`config.mk`:
```
export PLATFORM = sky130hd
export DESIGN_NAME = ic_id_queue
export DESIGN_NICKNAME = d
export VERILOG_FILES = /design/src/rtl/ic_id_queue.sv
export SDC_FILE = /design/constraint.sdc
export NUM_CORES = 1
export LEC_CHECK = 0
export BUFFER_PORTS_ARGS = -buffer_cell sky130_fd_sc_hd__buf_2
export CORE_UTILIZATION = 57
export DETAILED_ROUTE_END_ITERATION = 7
export PLACE_DENSITY = 0.78
export SLEW_MARGIN = 40
export SYNTH_ARGS = -nofsm -noshare
export SYNTH_HDL_FRONTEND = slang
export SYNTH_SLANG_ARGS = --single-unit
```
`constraint.sdc`:
```
create_clock -name CLK -period 4.9 [get_ports CLK]
set_clock_uncertainty 0.15 [all_clocks]
set_input_delay 0.98 -clock CLK [delete_from_list [all_inputs] [get_ports CLK]]
set_output_delay 0.98 -clock CLK [all_outputs]
set_load 0.05 [all_outputs]
```
`src/rtl/ic_id_queue.sv`:
```
// Fetch-to-decode queue: DEPTH-entry FIFO of {PC, INST} feeding the ID output register; `IC_ID_BYPASS_EN adds an empty-queue bypass.
// Latency 1 cycle with bypass on an empty unstalled queue, otherwise 1 cycle after reaching the head; IN_READY low only when full.
module ic_id_queue #(
    parameter int                 ADDR_W   = 32,
    parameter int                 DATA_W   = 32,
    parameter int                 DEPTH    = 4,
    parameter logic [DATA_W-1:0]  NOP_INST = {DATA_W{1'b0}}
) (
    input  logic                         CLK,
    input  logic                         RST,
    input  logic                         STALL_ID,
    input  logic                         FLUSH,
    input  logic                         IN_VALID,
    input  logic                         IN_IV,
    input  logic [ADDR_W-1:0]            IN_PC,
    input  logic [DATA_W-1:0]            IN_INST,
    output logic                         IN_READY,
    output logic                         ID_VALID,
    output logic [ADDR_W-1:0]            ID_PC,
    output logic [DATA_W-1:0]            ID_INST,
    output logic [$clog2(DEPTH+1)-1:0]   COUNT
);
    localparam int PW = $clog2(DEPTH);
    localparam int CW = $clog2(DEPTH+1);

    logic [ADDR_W-1:0] pc_mem   [DEPTH];
    logic [DATA_W-1:0] inst_mem [DEPTH];
    logic [PW-1:0]     wr_ptr, rd_ptr;
    logic [CW-1:0]     count_nxt;

    logic              accept, empty, byp, enq, deq;
    logic              out_vld_nxt;
    logic [ADDR_W-1:0] out_pc_nxt;
    logic [DATA_W-1:0] out_inst_nxt;

    // Ready looks only at the registered count so fetch never sees a path through the dequeue logic.
    assign IN_READY = (COUNT < CW'(DEPTH));
    assign accept   = IN_VALID & IN_READY;
    assign empty    = (COUNT == '0);

`ifdef IC_ID_BYPASS_EN
    assign byp = empty & ~STALL_ID & accept;
`else
    assign byp = 1'b0;
`endif

    assign deq = ~STALL_ID & ~empty & ~FLUSH & ~RST;
    assign enq = accept & IN_IV & ~byp & ~FLUSH & ~RST;

    always_comb begin
        out_vld_nxt  = 1'b0;
        out_pc_nxt   = ID_PC;
        out_inst_nxt = NOP_INST;
        if (!empty) begin
            out_vld_nxt  = 1'b1;
            out_pc_nxt   = pc_mem[rd_ptr];
            out_inst_nxt = inst_mem[rd_ptr];
        end
`ifdef IC_ID_BYPASS_EN
        else if (byp) begin
            // A cancelled beat still surfaces as a bubble carrying its PC.
            out_vld_nxt  = IN_IV;
            out_pc_nxt   = IN_PC;
            out_inst_nxt = IN_IV ? IN_INST : NOP_INST;
        end
`endif
    end

    always_comb begin
        count_nxt = COUNT;
        case ({enq, deq})
            2'b10:   count_nxt = COUNT + CW'(1);
            2'b01:   count_nxt = COUNT - CW'(1);
            default: count_nxt = COUNT;
        endcase
    end

    always_ff @(posedge CLK) begin
        if (enq) begin
            pc_mem[wr_ptr]   <= IN_PC;
            inst_mem[wr_ptr] <= IN_INST;
        end
    end

    always_ff @(posedge CLK) begin
        if (RST || FLUSH) begin
            wr_ptr   <= '0;
            rd_ptr   <= '0;
            COUNT    <= '0;
            ID_VALID <= 1'b0;
            ID_PC    <= '0;
            ID_INST  <= NOP_INST;
        end else begin
            if (enq) wr_ptr <= wr_ptr + PW'(1);
            if (deq) rd_ptr <= rd_ptr + PW'(1);
            COUNT <= count_nxt;
            if (!STALL_ID) begin
                ID_VALID <= out_vld_nxt;
                ID_PC    <= out_pc_nxt;
                ID_INST  <= out_inst_nxt;
            end
        end
    end
endmodule

```
==> metrics.yaml <==
critPathLaunch: "FLUSH"
status: "completed"
cts_htree_levels: 1
design.portCount: 139
area.growth.synth_to_final_pct: 16.8
avgSynthCellArea_um2: 21.9
post_synth_edffs: 256
setup-tns-final_ns: 0
timing_worst_slew_pin_value_ns: 0.766
max_freq_mhz: 354
cpPeakStageDelay_ns: 0.49
hold_path_startpoint: "ID_INST[15]"
drt_pre_antenna_iters: 4
grt_util_met1: 0.262
max-slew-margin-rel: 0.490
die_y_um: 146
nets: 763
first_pass_grt_wire_length_um: 33300
clkSinkCount: 330
antenna_found_initial: 4
die_width_um: 146
cts.root.buffer_cell: "sky130_fd_sc_hd__clkbuf_16"
unrepaired_setup_endpoints_after_global_routing: "false"
cts-resized-gates: 0
slew_violations: 0
first_global_vias: 6056
postLayoutCoreUtil: 0.677
period_utilization: 0.577
postSynthCellCount: 536
critPathMaxFanout: 11
grtUsageMet2: 0.356
fin_crit_ns: 2.83
netlist-cell-type-count: 33
avgRoutedWirePerCell_um: 21.6
post_drt_via_cell_ratio: 5.73
hold_viol_final: 0
buffer_ports.inserted: 138
placer_congestion: 0.739
worst_ep_arrival_time_ns: 3.14
clk-insertion-delay-late_ns: 0.54
cts_hold_buf: 0
post_cts.repair.setup_buffers: 0
synth_fp_nets: 612
initial_utilization: 0.580
critical_path.reg2reg.startpoint: "COUNT[2]"
max_cap_violations: 0
post_synth_arst_share: 0
clkTransAtPathRegs_ns: 0.07
detail_route.drc_violations: 0
worstPathRequired_ns: 5.22
synthesis.area_mm2: 0.0117
criticalPathCategory: "in -> reg"
final_antenna_net_count: 0
die-area_mm2: 0.0212
leakagePower_nw: 4.76
path_common_cell: "sky130_fd_sc_hd__inv_1"
yosys_warnings: 0
crit_chain: "buf_2 -> or2_1 -> nor2_1 -> inv_1 -> ha_1 -> inv_1 -> fa_1 -> xor2_1 -> or3_1 -> a21oi_1"
core_area_mm2: 0.0202
dp.final_hpwl_um: 13000
grt_use_met3: 0.0367
synth_seq_area_share: 0.781
grt.total_usage: 0.206
dr_total_vias: 5638
clock_path_buffers: 3
power.density_cell_area_mw_per_mm2: 396
post_route_cells_drive_above_1_share: 0.378
std_cell_rows: 52
crit_path_end_kind: "flip-flop"
drt_wl_total_um: 21300
dr.first_iter.drc_count: 398
worst_case_vdd_ir_drop_uv: 257
grt_overflow: 0
timing.final.setup_violations: 0
synth-seq-cells: 330
busiest_layer: "met2"
clock_tree_from_tritoncts: "built"
setup.worst_path.start_class: "primary input"
most_used_dff_post_synth: "sky130_fd_sc_hd__edfxtp_1"
worst_path_cell_with_the_longest_stage_delay: "sky130_fd_sc_hd__or2_1"
pin_count_of_the_biggest_net_entering_global_routing: 66
cts-buffers-inserted: 31
holdCritPathClass: "reg -> reg"
==> registers in the layout (all words and copies together) (netlist names), named ones only <==
| signal | count |
|---|---|
| COUNT | 3 |
| ID_INST | 32 |
| ID_PC | 32 |
| ID_VALID | 1 |
| inst_mem | 128 |
| pc_mem | 128 |
| rd_ptr | 2 |
| wr_ptr | 2 |
==> kinds of logic after synthesis <==
group,after synthesis,share of synthesized area
adder cells (fa/ha/maj),6,0.00703
buffers and inverters,38,0.0216
flip-flops,330,0.781
XOR/XNOR,3,0.00224
AND/OR/NAND/NOR,20,0.0109
AO/OA/AOI/OAI,75,0.0542
multiplexers,64,0.123
==> cells in the final DEF (no fill, tap or decap), types with 2 or more instances in the layout <==
master	netlist	layout
sky130_fd_sc_hd__ha_1	5	5
sky130_fd_sc_hd__edfxtp_1	256	256
sky130_fd_sc_hd__dfxtp_1	74	70
sky130_fd_sc_hd__a21oi_1	5	5
sky130_fd_sc_hd__diode_2	0	3
sky130_fd_sc_hd__buf_4	2	3
sky130_fd_sc_hd__a22o_1	64	64
sky130_fd_sc_hd__and2_4	0	4
sky130_fd_sc_hd__dfxtp_4	0	2
sky130_fd_sc_hd__buf_2	10	138
sky130_fd_sc_hd__clkinv_1	0	5
sky130_fd_sc_hd__mux4_2	63	63
sky130_fd_sc_hd__nand3_1	2	2
sky130_fd_sc_hd__xor2_1	2	2
sky130_fd_sc_hd__bufinv_16	0	3
sky130_fd_sc_hd__o21ai_0	2	2
sky130_fd_sc_hd__inv_1	8	8
sky130_fd_sc_hd__clkinv_2	0	7
sky130_fd_sc_hd__buf_12	1	4
sky130_fd_sc_hd__nor2_1	6	6
sky130_fd_sc_hd__clkbuf_16	0	31
sky130_fd_sc_hd__dfxtp_2	0	2
sky130_fd_sc_hd__clkbuf_1	4	8
==> path summary, 6_finish.rpt <==
check           endpoint  slack [ns]  depth (start not counted)
min          ID_INST[15]        0.32                          1
min reg2reg  ID_INST[15]        0.32                          1
max             COUNT[2]        2.07                         10
max reg2reg     COUNT[2]        2.34                          9
==> per-layer routing <==
layer / up-vias / part of all wire / wire length, µm
met5: - / 0.00047 / 10
met1: 2900 / 0.40 / 8560
met4: 2 / 0.024 / 510
met3: 39 / 0.053 / 1130
li1: 2518 / - / -
met2: 179 / 0.52 / 11100
==> power by group <==
| group | switching [mW] | leakage, nW | internal [mW] |
|---|---|---|---|
| clock | 0.961 | 0.481 | 1.33 |
| sequential | 0.00429 | 2.90 | 3.02 |
| combinational | 0.0634 | 1.37 | 0.0393 |
==> through the flow <==
step                setup WS [ns]  hold slack, ns  power [mW]  area, µm²  cells
floorplan                    1.14           0.421        3.13      11700    536
global placement             1.61           0.285        3.18      12600    918
detailed placement           1.56           0.299        3.19      12700    923
CTS                          2.10           0.299        5.45      13700    980
global route                 1.95           0.344        5.57      13700    984
finish                       2.07           0.323        5.43      13700    984
==> cell usage after synthesis (all sizes together) (4+ instances only) <==
library cell,count,area [µm²]
a21oi,6,41.3
a22o,64,561
and2,4,25.0
buf,25,205
clkbuf,4,15.0
dfxtp,74,1480
edfxtp,256,7690
ha,5,62.6
inv,9,33.8
mux4,64,1450
nor2,7,33.8
==> cell type report <==
class / count / area (µm²)
inverters: 9 / 33.8
repair buffers: 147 / 836
well taps: 270 / 338
flip-flops and latches: 330 / 9180
multi-input cells: 168 / 2330
fillers: 1217 / 6530
clock inverters: 17 / 160
diodes: 3 / 7.51
clock buffers: 40 / 820
==> worst max-delay path: cells and delay by family <==
kind	cells	cell delay, ns
buffers and inverters	3	0.26
AND/OR/NAND/NOR	3	1.03
XOR/XNOR	1	0.16
adder cells (fa/ha/maj)	2	0.56
AO/OA/AOI/OAI	1	0.17
(Power assumes the default switching activity.)
